$ cat src/rtl/block_field_pkg.sv
// Shared definitions for the breakout block field: geometry, level FSM states,
// the level patterns and the popcount helper.
package block_field_pkg;

  localparam int BLOCKS_PER_ROW = 13;
  localparam int NUM_ROWS       = 1;
  localparam int NUM_BLOCKS     = BLOCKS_PER_ROW * NUM_ROWS;
  localparam int NUM_LEVELS     = 4;
  localparam int IDX_W          = $clog2(NUM_BLOCKS);

  typedef enum logic [1:0] {
    ST_IDLE    = 2'd0,
    ST_LOAD    = 2'd1,
    ST_PLAY    = 2'd2,
    ST_CLEARED = 2'd3
  } state_t;

  // Pattern kinds: 0 full field, 1 alternating columns from col 0, 2 outer two columns empty.
  function automatic logic [NUM_BLOCKS-1:0] make_pattern(input int kind);
    logic [NUM_BLOCKS-1:0] p;
    p = '0;
    for (int r = 0; r < NUM_ROWS; r++) begin
      for (int c = 0; c < BLOCKS_PER_ROW; c++) begin
        case (kind)
          0:       p[r*BLOCKS_PER_ROW + c] = 1'b1;
          1:       p[r*BLOCKS_PER_ROW + c] = ((c % 2) == 0);
          2:       p[r*BLOCKS_PER_ROW + c] = (c >= 2) && (c < BLOCKS_PER_ROW - 2);
          default: p[r*BLOCKS_PER_ROW + c] = 1'b1;
        endcase
      end
    end
    return p;
  endfunction

  localparam logic [NUM_BLOCKS-1:0] PAT_L0 = make_pattern(0);
  localparam logic [NUM_BLOCKS-1:0] PAT_L1 = make_pattern(1);
  localparam logic [NUM_BLOCKS-1:0] PAT_L2 = make_pattern(2);
  localparam logic [NUM_BLOCKS-1:0] PAT_L3 = make_pattern(0);

  function automatic logic [7:0] popcount(input logic [NUM_BLOCKS-1:0] v);
    logic [7:0] n;
    n = 8'd0;
    for (int i = 0; i < NUM_BLOCKS; i++) begin
      n = n + {7'd0, v[i]};
    end
    return n;
  endfunction

endpackage

$ cat src/rtl/block_field_ctrl_if.sv
// Hit request/acknowledge channel between the ball/collision logic (master)
// and the block field controller (slave).
interface block_field_ctrl_if;
  logic       hit_req;
  logic [7:0] hit_idx;
  logic       hit_ack;
  logic       hit_present;

  modport master (output hit_req, hit_idx, input hit_ack, hit_present);
  modport slave  (input hit_req, hit_idx, output hit_ack, hit_present);
endinterface

$ cat src/rtl/block_field_ctrl_level_pattern_rom.sv
// Combinational level pattern lookup; also reports how many blocks the pattern holds.
module level_pattern_rom
  import block_field_pkg::*;
(
  input  logic [1:0]            i_level,
  output logic [NUM_BLOCKS-1:0] o_pattern,
  output logic [7:0]            o_count
);

  // Select the block pattern for the requested level.
  always_comb begin
    o_pattern = PAT_L0;
    case (i_level)
      2'd0:    o_pattern = PAT_L0;
      2'd1:    o_pattern = PAT_L1;
      2'd2:    o_pattern = PAT_L2;
      2'd3:    o_pattern = PAT_L3;
      default: o_pattern = PAT_L0;
    endcase
  end

  assign o_count = popcount(o_pattern);

endmodule

$ cat src/rtl/block_field_ctrl.sv
// Breakout block field controller: level FSM, hit handling, score/level tracking
// and the frame-synchronous display copy. Optional armour: BLOCK_FIELD_TWO_HIT_EN.
module block_field_ctrl
  import block_field_pkg::*;
#(
  parameter int SCORE_W = 10
) (
  input  logic                  clk,
  input  logic                  rst,
  input  logic                  start,
  input  logic                  new_frame,
  block_field_ctrl_if.slave     hit_if,
  output logic [NUM_BLOCKS-1:0] block_state,
`ifdef BLOCK_FIELD_TWO_HIT_EN
  output logic [NUM_BLOCKS-1:0] armour_state,
`endif
  output logic [7:0]            blocks_left,
  output logic [SCORE_W-1:0]    score,
  output logic [1:0]            level,
  output logic                  level_clear,
  output logic                  busy
);

  localparam logic [NUM_BLOCKS-1:0] BIT0      = NUM_BLOCKS'(1);
  localparam logic [SCORE_W-1:0]    SCORE_MAX = '1;

  state_t                r_state;
  logic [NUM_BLOCKS-1:0] r_working;
  logic [NUM_BLOCKS-1:0] r_block_state;
  logic [NUM_BLOCKS-1:0] r_ack_mask;
  logic [7:0]            r_blocks_left;
  logic [SCORE_W-1:0]    r_score;
  logic [1:0]            r_level;
  logic                  r_hit_ack;
  logic                  r_hit_present;
  logic                  r_level_clear;
  logic                  r_busy;
`ifdef BLOCK_FIELD_TWO_HIT_EN
  logic [NUM_BLOCKS-1:0] r_armour;
  logic [NUM_BLOCKS-1:0] r_armour_state;
  logic [NUM_BLOCKS-1:0] r_arm_ack_mask;
  logic                  w_armoured;
`endif

  logic [NUM_BLOCKS-1:0] w_rom_pattern;
  logic [7:0]            w_rom_count;
  logic [NUM_BLOCKS-1:0] w_mask;
  logic                  w_accept;
  logic                  w_present;
  logic                  w_remove;
  logic [1:0]            w_score_inc;
  logic [SCORE_W:0]      w_score_sum;
  logic [SCORE_W-1:0]    w_score_next;

  level_pattern_rom u_rom (
    .i_level   (r_level),
    .o_pattern (w_rom_pattern),
    .o_count   (w_rom_count)
  );

  // Decode the requested index and what a hit on it would do to the field.
  always_comb begin
    w_accept = hit_if.hit_req && !r_hit_ack;
    if (hit_if.hit_idx < 8'(NUM_BLOCKS)) begin
      w_mask = BIT0 << hit_if.hit_idx[IDX_W-1:0];
    end else begin
      w_mask = '0;
    end
    if (r_state == ST_PLAY) begin
      w_present = |(r_working & w_mask);
    end else begin
      w_present = 1'b0;
    end
`ifdef BLOCK_FIELD_TWO_HIT_EN
    w_armoured = w_present && |(r_armour & w_mask);
    w_remove   = w_present && !w_armoured;
    if (!w_present) begin
      w_score_inc = 2'd0;
    end else if (w_armoured) begin
      w_score_inc = 2'd1;
    end else begin
      w_score_inc = 2'd2;
    end
`else
    w_remove = w_present;
    if (w_present) begin
      w_score_inc = 2'd1;
    end else begin
      w_score_inc = 2'd0;
    end
`endif
    w_score_sum = {1'b0, r_score} + {{(SCORE_W-1){1'b0}}, w_score_inc};
    if (w_score_sum[SCORE_W]) begin
      w_score_next = SCORE_MAX;
    end else begin
      w_score_next = w_score_sum[SCORE_W-1:0];
    end
  end

  // Level FSM, hit servicing and display synchronisation.
  always_ff @(posedge clk) begin
    if (rst) begin
      r_state       <= ST_IDLE;
      r_working     <= '0;
      r_block_state <= '0;
      r_ack_mask    <= '0;
      r_blocks_left <= 8'd0;
      r_score       <= '0;
      r_level       <= 2'd0;
      r_hit_ack     <= 1'b0;
      r_hit_present <= 1'b0;
      r_level_clear <= 1'b0;
      r_busy        <= 1'b0;
`ifdef BLOCK_FIELD_TWO_HIT_EN
      r_armour       <= '0;
      r_armour_state <= '0;
      r_arm_ack_mask <= '0;
`endif
    end else begin
      r_hit_ack     <= w_accept;
      r_hit_present <= w_accept && w_present;
      r_ack_mask    <= (w_accept && w_remove) ? w_mask : '0;
      r_level_clear <= 1'b0;
`ifdef BLOCK_FIELD_TWO_HIT_EN
      r_arm_ack_mask <= (w_accept && w_armoured) ? w_mask : '0;
`endif

      // A frame starting during the ack cycle must still show the block just hit.
      if (new_frame) begin
        r_block_state <= r_working | r_ack_mask;
`ifdef BLOCK_FIELD_TWO_HIT_EN
        r_armour_state <= r_armour | r_arm_ack_mask;
`endif
      end else begin
        r_block_state <= r_block_state;
      end

      if (w_accept && w_present) begin
        r_score <= w_score_next;
`ifdef BLOCK_FIELD_TWO_HIT_EN
        if (w_armoured) begin
          r_armour <= r_armour & ~w_mask;
        end else begin
          r_working     <= r_working & ~w_mask;
          r_blocks_left <= r_blocks_left - 8'd1;
        end
`else
        r_working     <= r_working & ~w_mask;
        r_blocks_left <= r_blocks_left - 8'd1;
`endif
      end

      case (r_state)
        ST_IDLE: begin
          if (start) begin
            r_state <= ST_LOAD;
            r_score <= '0;
            r_level <= 2'd0;
            r_busy  <= 1'b1;
          end else begin
            r_busy <= 1'b0;
          end
        end
        ST_LOAD: begin
          r_working     <= w_rom_pattern;
          r_blocks_left <= w_rom_count;
`ifdef BLOCK_FIELD_TWO_HIT_EN
          r_armour <= r_level[0] ? '0 : w_rom_pattern;
`endif
          r_state <= ST_PLAY;
          r_busy  <= 1'b0;
        end
        ST_PLAY: begin
          if (r_blocks_left == 8'd0) begin
            r_state <= ST_CLEARED;
            r_busy  <= 1'b1;
          end else begin
            r_busy <= 1'b0;
          end
        end
        ST_CLEARED: begin
          if (new_frame) begin
            r_level_clear <= 1'b1;
            r_level       <= 2'((32'(r_level) + 1) % NUM_LEVELS);
            r_state       <= ST_LOAD;
          end else begin
            r_state <= ST_CLEARED;
          end
          r_busy <= 1'b1;
        end
        default: begin
          r_state <= ST_IDLE;
          r_busy  <= 1'b0;
        end
      endcase
    end
  end

  assign hit_if.hit_ack     = r_hit_ack;
  assign hit_if.hit_present = r_hit_present;
  assign block_state        = r_block_state;
  assign blocks_left        = r_blocks_left;
  assign score              = r_score;
  assign level              = r_level;
  assign level_clear        = r_level_clear;
  assign busy               = r_busy;
`ifdef BLOCK_FIELD_TWO_HIT_EN
  assign armour_state       = r_armour_state;
`endif

endmodule

$ cat src/flat_wrapper.sv
// flat-port wrapper written by rule: the top's interface ports become plain ports
module block_field_ctrl_flat import block_field_pkg::*;
#(
  parameter int SCORE_W = 10
)
  (clk, rst, start, new_frame, block_state, blocks_left, score, level, level_clear, busy, hit_if_hit_req, hit_if_hit_idx, hit_if_hit_ack, hit_if_hit_present);
  block_field_ctrl_if hit_if_i ();
  input  logic clk;
  input  logic rst;
  input  logic start;
  input  logic new_frame;
  output logic [NUM_BLOCKS-1:0] block_state;
  output logic [7:0] blocks_left;
  output logic [SCORE_W-1:0] score;
  output logic [1:0] level;
  output logic level_clear;
  output logic busy;
  input wire logic [$bits(hit_if_i.hit_req)-1:0] hit_if_hit_req;
  input wire logic [$bits(hit_if_i.hit_idx)-1:0] hit_if_hit_idx;
  output wire logic [$bits(hit_if_i.hit_ack)-1:0] hit_if_hit_ack;
  output wire logic [$bits(hit_if_i.hit_present)-1:0] hit_if_hit_present;
  assign hit_if_i.hit_req = hit_if_hit_req;
  assign hit_if_i.hit_idx = hit_if_hit_idx;
  assign hit_if_hit_ack = hit_if_i.hit_ack;
  assign hit_if_hit_present = hit_if_i.hit_present;
  block_field_ctrl #(.SCORE_W(SCORE_W)) u_core (.clk(clk), .rst(rst), .start(start), .new_frame(new_frame), .hit_if(hit_if_i), .block_state(block_state), .blocks_left(blocks_left), .score(score), .level(level), .level_clear(level_clear), .busy(busy));
endmodule
$ cat config.mk
export PLATFORM = sky130hd
export DESIGN_NAME = block_field_ctrl_flat
export DESIGN_NICKNAME = d
export VERILOG_FILES = /design/src/rtl/block_field_pkg.sv /design/src/rtl/block_field_ctrl_if.sv /design/src/rtl/block_field_ctrl_level_pattern_rom.sv /design/src/rtl/block_field_ctrl.sv /design/src/flat_wrapper.sv
export SDC_FILE = /design/constraint.sdc
export NUM_CORES = 1
export LEC_CHECK = 0
export BUFFER_PORTS_ARGS = -buffer_cell sky130_fd_sc_hd__clkbuf_2
export CORE_ASPECT_RATIO = 1.75
export CORE_MARGIN = 4
export CORE_UTILIZATION = 42
export CTS_CLUSTER_DIAMETER = 30
export CTS_CLUSTER_SIZE = 30
export DETAILED_ROUTE_END_ITERATION = 8
export PLACE_DENSITY_LB_ADDON = 0.1
export SLEW_MARGIN = 20
export SYNTH_ARGS = -nofsm -noshare
export SYNTH_HDL_FRONTEND = slang
export SYNTH_SLANG_ARGS = --single-unit
$ cat constraint.sdc
create_clock -name clk -period 4.4 [get_ports clk]
set_clock_uncertainty 0.2 [all_clocks]
set_input_delay 0.88 -clock clk [delete_from_list [all_inputs] [get_ports clk]]
set_output_delay 0.88 -clock clk [all_outputs]
set_load 0.005 [all_outputs]
**After elaboration in Yosys (flattened, before gate mapping)**

Cells that the tools add are included.

- Reductions and logical operators: 14
- Bitwise operators: 6
- Magnitude comparators: 1
- Muxes and demuxes: 23
- Equal/unequal tests: 9
- Add/subtract/negate cells: 15
- Shift operators: 1

Operator list:

| kind | number |
|---|---|
| adder 8 x 1 -> 8 bit | 5 |
| 2-to-1 mux 10 bit | 4 |
| 2-to-1 mux 13 bit | 3 |
| one-hot mux 13 bit (3 select lines) | 1 |
| bitwise AND 13 bit | 2 |
| 2-to-1 mux 8 bit | 2 |
| NOT 13 bit | 1 |
| OR 13 bit | 1 |
| OR reduction 13 bit | 1 |
| left shift 1 x 4 -> 13 bit, first input constant | 1 |
| adder 10 x 1 -> 11 bit | 1 |
| 2-to-1 mux 2 bit | 5 |
| adder 7 x 1 -> 8 bit | 1 |
| == test 2 bit, second input constant | 4 |
| logical NOT 8 bit | 1 |
| < comparator 8 x 4 -> 1 bit, second input constant | 1 |
| one-hot mux 2 bit (4 select lines) | 1 |
| subtractor 8 x 1 -> 8 bit, second input constant | 1 |
| adder 6 x 1 -> 7 bit | 1 |
| adder 5 x 1 -> 6 bit | 1 |
| != test 2 bit, second input constant | 3 |
| OR reduction 2 bit | 3 |
| adder 4 x 1 -> 5 bit | 1 |
| 2-to-1 mux 1 bit | 5 |
| 14 further kinds | 19 |

- Output and inout port bits: 37
- Word-level logic and storage cells: 80
- Register bits: 65
- Bits of input ports: 13

**Longest topological paths before layout**

Gate-level depths: netlist (run 1).

- Word-level depth: 16
- Depth in mapped cells: 13
- Gate-level depth less buffers: 12

**Cells and area by module**

From an unflattened synthesis (run 1), not the netlist that was laid out.

- Cell total of the unflattened synthesis: 348
- Area total of the unflattened synthesis: 3074.2 um^2

By module, submodules not included:

| module | sequential area each (um^2) | cells an instance | area each (um^2) | instances |
|---|---|---|---|---|
| block_field_ctrl | 1301.2 | 321 | 2872.8 | 1 |
| level_pattern_rom | 0.0 | 27 | 201.4 | 1 |

**Worst setup path before layout (run 1)**

OpenSTA, ideal clock, no wires.

- Path type: input to register
- Start: in hit_if_hit_idx[1]
- End: reg u_core.r_score[5], in the netlist u_core.score[5]
- Required time: 4.068 ns
- Library setup time: 0.132 ns
- Path slack: 1.100 ns
- Path buffers: 0
- Stages on the path: 12
- Data arrival time: 2.968 ns
- Path through: mux2_1 a32o_1 o21ai_4 nand2_1 and3b_1 ha_1 ha_1 and2_1 nand3_1 o21ai_0 a21oi_1 nor3_1

- Cells in the longest elaborated chain, start to end: 11
- Elaborated cells on any way between the ends: 13
- Those cells by class: add/sub (1); order compare (1); shift (1); mux (7); bitwise (1); reduce/logical (2)

Ends and longest elaborated chain:

| element | line | text |
|---|---|---|
| start, declared | flat_wrapper.sv:19 | `input wire logic [$bits(hit_if_i.hit_idx)-1:0] hit_if_hit_idx;` |
| < comparator 8 x 4 -> 1 bit / left shift 1 x 4 -> 13 bit (equally long branches) | block_field_ctrl.sv:64, block_field_ctrl.sv:65 |  |
| 2-to-1 mux 13 bit * | block_field_ctrl.sv:64 | `if (hit_if.hit_idx < 8'(NUM_BLOCKS)) begin` |
| bitwise AND 13 bit * | block_field_ctrl.sv:70 | `w_present = \|(r_working & w_mask);` |
| OR reduction 13 bit * | block_field_ctrl.sv:70 |  |
| 2-to-1 mux 1 bit * | block_field_ctrl.sv:69 | `if (r_state == ST_PLAY) begin` |
| 2-to-1 mux 1 bit | block_field_ctrl.sv:86 | `if (w_present) begin` |
| adder 10 x 1 -> 11 bit | block_field_ctrl.sv:92 | `w_score_sum = {1'b0, r_score} + {{(SCORE_W-1){1'b0}}, w_score_inc};` |
| 2-to-1 mux 10 bit | block_field_ctrl.sv:93 | `if (w_score_sum[SCORE_W]) begin` |
| 2-to-1 mux 10 bit * | block_field_ctrl.sv:138 | `if (w_accept && w_present) begin` |
| 2-to-1 mux 10 bit | block_field_ctrl.sv:155 | `if (start) begin` |
| 2-to-1 mux 10 bit * | block_field_ctrl.sv:153 | `case (r_state)` |
| end signal, assigned | block_field_ctrl.sv:139 | `r_score <= w_score_next;` |
| end, declared | block_field_ctrl.sv:32 | `logic [SCORE_W-1:0] r_score;` |

Mark *: on every way between the ends. The rest lies on a longest branch, timed or not.
A chain may end at the register's enable or synchronous reset.

**Worst setup path in the final report (run 1)**

Same ends and word-level chain as after synthesis.

==> results of run 1 <==
## cell type report
cell class                 instances  area (um^2)
clock buffer                      11          253
tap                               84          105
clock inverter                     5         53.8
fill                             674         3350
timing repair buffer              53          275
sequential                        65         1300
multi-input combinational        233         1550
inverter                           5         18.8
## logic make-up after synthesis
family	after synthesis
simple gates	138
compound gates	81
flops	65
buf+inv	26
fa+ha+maj	6
xor+xnor	4
mux	4
## power breakdown
group	leakage, uW	internal (uW)	switching (uW)
logic	0.000691	62.4	91.3
clock network	0.000155	467	257
registers	0.000530	619	29.2
## final timing paths
| kind | start | end | slack [ns] | depth (start not counted) |
|---|---|---|---|---|
| setup / recovery | hit_if_hit_idx[1] | u_core.score[5] | 0.97 | 13 |
| hold / removal | u_core.r_ack_mask[7] | u_core.block_state[7] | 0.28 | 2 |
| setup reg to reg | u_core.r_working[2] | u_core.score[5] | 1.46 | 12 |
| hold reg to reg | u_core.r_ack_mask[7] | u_core.block_state[7] | 0.28 | 2 |
## flip-flops by register name, summed over array words and instances (netlist names)
register and count:
u_core.hit_if.hit_ack 1, u_core.level_clear 1, u_core.r_ack_mask 13, u_core.r_working 13
u_core.hit_if.hit_present 1, u_core.blocks_left 8, u_core.score 10, u_core.block_state 13
u_core.level 2, u_core.r_state 2, u_core.busy 1
## metrics by stage
step | total power [uW] | worst slack (ns) | hold WS [ns] | std cells
after CTS | 1540 | 0.982 | 0.286 | 456
after global routing | 1590 | 0.736 | 0.310 | 456
after floorplan | 761 | 1.10 | 0.259 | 324
final | 1530 | 0.971 | 0.282 | 456
after detailed placement | 815 | 0.627 | 0.279 | 440
after global placement | 814 | 0.667 | 0.270 | 440
## metal layers
metal,vias up,part of all wire
met5,-,0
met4,0,0.031
met3,21,0.045
met2,75,0.54
met1,1207,0.38
li1,1287,-
## placed cells by master, fill, tap and decap left out, types with 6 or more instances in the layout
cell type / Yosys / layout
dfxtp_1: 65 / 65
nor2_1: 53 / 53
clkbuf_2: 1 / 49
a211oi_1: 25 / 25
a21oi_1: 21 / 21
nand2_1: 14 / 14
nor3_1: 11 / 11
clkbuf_16: 0 / 9
nand2b_1: 7 / 7
a311oi_1: 7 / 7
ha_1: 6 / 6
## worst max-delay path, stage by stage
cell      delay (ns)
clkbuf_2        0.22
mux2_1          0.35
a32o_1          0.25
o21ai_4         0.25
nand2_1         0.13
and3b_1         0.20
ha_1            0.20
ha_1            0.20
and2_1          0.19
nand3_1         0.21
o21ai_0         0.13
a21oi_1         0.16
nor3_1          0.06
==> results by group, run 1 <==
Run status
  • Status: completed

Worst setup path
  • CP required: 4.40 ns
  • CP Capture Type: flip-flop
  • Worst setup SP type: primary input
  • Critical path class: primary input to flip-flop
  • CP max FO: 9
  • Arrival time worst endpoint: 3.43 ns

Global routing
  • First-pass GRT wire length: 13.2 mm
  • Pin count of the biggest net entering global routing: 38
  • Gr usage total: 0.199
  • Vias in the first global route: 2595
  • GRT busiest layer: met2
  • Met3 Track Usage GR: 0.0541
  • Antenna violations before repair: 0
  • Met2 Resource Use GR: 0.353
  • Total gr overflow: 0
  • M1 GR Usage: 0.210

Route
  • Drt first pass iters: 4
  • Avg WL per Cell: 17.2 um
  • Post-route ant nets: 0
  • Via count: 2590
  • DRT Wirelength: 7.87 mm
  • # DRC: 0
  • DRT iter0 DRCs: 96
  • Drt via density: 5.68

Synth
  • Asr flop ratio synth: 0
  • Synth cell count leaders: dfxtp_1 (65), nor2_1 (53), a211oi_1 (25)
  • Synth area leaders: dfxtp_1 (44%), nor2_1 (6.7%), a211oi_1 (6.3%), a21oi_1 (3.5%), ha_1 (2.5%)
  • Top-count cell post-synth: dfxtp_1
  • Largest family of logic cells by synthesized area: simple AND/OR/NAND/NOR gates
  • Post-synthesis cell count: 324
  • Synthesized area: 2980 um^2
  • Seq/Total Area, Yosys: 0.436
  • Avg Cell Area, Syn: 9.21 um^2
  • Unique masters post-synth: 56
  • Syn_nets: 343
  • Syn. warnings: 0
  • Post-synth top area cell: dfxtp_1
  • Simple-Gate Fraction of Synth Area: 0.260
  • #FFs+latches synth: 65
  • Mux contribution to synthesized area: 0.0138
  • Post-synth EDFFs: 0
  • Main synth FF type: dfxtp_1
  • Post-synth top area share: 0.436
  • Compound-Gate Fraction of Synth Area: 0.210
  • Adder-cell share of the synthesized area: 0.0252
  • Post-synthesis xor/xnor area fraction: 0.0117

Floorplanning
  • Row Count: 40
  • Core area: 6910 um^2
  • Die area: 8570 um^2
  • Chip width: 71.7 um
  • Die H: 119 um
  • Initial Util: 0.432
  • Io pins: 50

Clocking
  • Clock Tree Buf Depth: 2
  • Clk Latency, worst-skew pair: 0.33 ns
  • Clock Sinks: 65
  • Clock transition at the registers of the reported paths: 0.05 ns
  • Total setup buffers inserted after CTS: 0
  • Clk Tree Root Cell: clkbuf_16
  • CTS tree: yes
  • TritonCTS Buffers: 9
  • H-tree levels: 3
  • Post-cts sizing count: 0
  • Hold_buf cts: 0

Finish
  • Fraction of layout cells with a size suffix above 1: 0.226
  • Final Util: 0.516
  • ANT cells: 0
  • Final #Nets: 386
  • Fin area: 3560 um^2
  • Area delta synth->final: 19.4%

Timing
  • RSZ-0062 raised after global routing: no
  • Fin Setup TNS: 0 ns
  • Tcrit/Tclk final: 0.779
  • Worst-margin pin slew: 0.731 ns
  • Rel. slew slack: 0.512
  • Max-slew violation count: 0
  • Final hold viol count: 0
  • Max Fclk: 0.292 GHz
  • Finish-stage setup viols: 0
  • Post-route minimum period: 3.43 ns

Pwr
  • Leakage: 0.00138 uW
  • PwrDens: 429 nW/um^2
  • Max VDD drop: 303 uV

Placed design
  • GP Congestion: 0.876
  • Placed cell area: 3250 um^2
  • PortBufs: 49
  • Hpwl dp: 5.83 mm

Worst hold path
  • Min-delay worst type: flip-flop to flip-flop

Job
  • MaxCap Viol Count: 0
No activity file was read; power rests on OpenSTA's default activity.
==> run 2, diff against run 1 <==
==> constraint.sdc (replaced) <==
create_clock -name clk -period 3 [get_ports clk]
set_clock_uncertainty 0.2 [all_clocks]
set_input_delay 0.6 -clock clk [delete_from_list [all_inputs] [get_ports clk]]
set_output_delay 0.6 -clock clk [all_outputs]
set_load 0.005 [all_outputs]
==> run 2 against run 1 <==
Final cell count grew 4.6%. Critical path depth unchanged. Routed wire length rose by 2.0%. First-iteration DRC count fell by 13%. Via count increased by 2.6%. Die area is the same. Sequential share of layout area is 1.7 points lower. Utilization rose by 2.5 points. Total power increased by 46%. Clock-buffer cell count is the same. Clock power is 42% higher. Largest cell class unchanged. Largest power group unchanged.
==> results by group, run 2 (synthesized netlist as in run 1, its figures left out) <==
Run status
  • Status: completed

Floorplanning
  • Die H: 119 um
  • Row Count: 40
  • Initial Util: 0.432
  • Io pins: 50
  • Core area: 6910 um^2
  • Chip width: 71.7 um
  • Die area: 8570 um^2

Clocking
  • Clock Tree Buf Depth: 2
  • Hold_buf cts: 0
  • CTS tree: yes
  • Clk Latency, worst-skew pair: 0.33 ns
  • Clock Sinks: 65
  • H-tree levels: 3
  • Clock transition at the registers of the reported paths: 0.05 ns
  • TritonCTS Buffers: 9
  • Clk Tree Root Cell: clkbuf_16

Timing
  • Rel. slew slack: 0.512
  • Tcrit/Tclk final: 0.910
  • Worst-margin pin slew: 0.732 ns
  • Post-route minimum period: 2.73 ns
  • Finish-stage setup viols: 0
  • Fin Setup TNS: 0 ns
  • Worst hold margin: 0.283 ns
  • Max Fclk: 0.366 GHz
  • Final hold viol count: 0
  • Max-slew violation count: 0
  • RSZ-0062 raised after global routing: no

Worst setup path
  • Worst setup SP type: primary input
  • Critical path class: primary input to flip-flop
  • CP required: 3.00 ns
  • Arrival time worst endpoint: 2.73 ns
  • CP Capture Type: flip-flop
  • CP max FO: 11

Placed design
  • GP Congestion: 0.878
  • Hpwl dp: 6.04 mm
  • PortBufs: 49
  • Placed cell area: 3410 um^2
  • Inst Count DP: 461

Finish
  • Fraction of layout cells with a size suffix above 1: 0.272
  • Area delta synth->final: 25.1%
  • Final #Nets: 407
  • Fin area: 3730 um^2
  • Most frequent cells in the layout: dfxtp_1 (65), nor2_1 (53), clkbuf_2 (49), a211oi_1 (25), buf_4 (25)
  • ANT cells: 0
  • Commonest non-fill, non-tap cell in the layout: dfxtp_1
  • Non-filler cells, final: 477

Route
  • DRT Wirelength: 8.03 mm
  • Drt via density: 5.57
  • Post-route ant nets: 0
  • Avg WL per Cell: 16.8 um
  • Drt first pass iters: 4
  • Via count: 2657
  • # DRC: 0
  • DRT iter0 DRCs: 84

Pwr
  • Leakage: 0.00147 uW
  • Total power: 2220 uW
  • Max VDD drop: 404 uV
  • PwrDens: 596 nW/um^2

Global routing
  • Pin count of the biggest net entering global routing: 37
  • Gr usage total: 0.201
  • First-pass GRT wire length: 13.2 mm
  • Antenna violations before repair: 0
  • Total gr overflow: 0
  • Vias in the first global route: 2656

Worst hold path
  • Min-delay worst type: flip-flop to flip-flop

Job
  • MaxCap Viol Count: 0
-- run 2: cell type report --
cell class | instances | area [um^2]
Tap cell | 84 | 105
Clock buffer | 11 | 243
Timing Repair Buffer | 74 | 433
Multi-Input combinational cell | 233 | 1580
Fill cell | 671 | 3180
Sequential cell | 65 | 1300
Inverter | 5 | 18.8
Clock inverter | 5 | 55.1
-- run 2: per-layer routing --
metal / vias up / track usage / share of wire
li1: 1321 / - / -
met1: 1261 / 0.209 / 0.39
met2: 54 / 0.349 / 0.53
met3: 21 / 0.0566 / 0.036
met4: 0 / 0.116 / 0.044
met5: - / 0 / 0
-- run 2: timing repair --
action | CTS | global route
setup endpoints to repair | 0 | 4
resized for setup | 0 | 4
setup buffers | 0 | 0
-- run 2: report_power, final --
group          leakage, uW  internal [uW]  switching, uW
Combinational     0.000796            102            139
Sequential        0.000530            908           46.3
Clock             0.000142            662            367
-- run 2: through the flow --
| stage | worst slack [ns] | util |
|---|---|---|
| 4_1_cts | 0.197 | 0.537 |
| 3_3_place_gp | -0.0604 | 0.494 |
| 5_1_grt | 0.0746 | 0.540 |
| 3_5_place_dp | -0.159 | 0.494 |
| 6_report | 0.271 | 0.540 |
| 2_1_floorplan | 0.00741 | - |
-- run 2: path summary, 6_finish.rpt --
path                          start                endpoint  slack [ns]  cells past startpoint
max               hit_if_hit_idx[3]         u_core.score[0]        0.27                     13
min          u_core.block_state[10]  u_core.block_state[10]        0.28                      2
max reg2reg     u_core.r_working[2]         u_core.score[0]        0.35                     12
min reg2reg  u_core.block_state[10]  u_core.block_state[10]        0.28                      2
-- run 2: worst max-delay path, stage by stage --
cell,delay (ns)
clkbuf_2,0.24
mux2i_4,0.30
o311ai_4,0.12
o21ai_4,0.17
nand2_1,0.08
and3b_1,0.17
ha_1,0.19
ha_1,0.19
and2_1,0.18
nand3_2,0.12
buf_4,0.13
nor3b_1,0.17
nor3_1,0.06
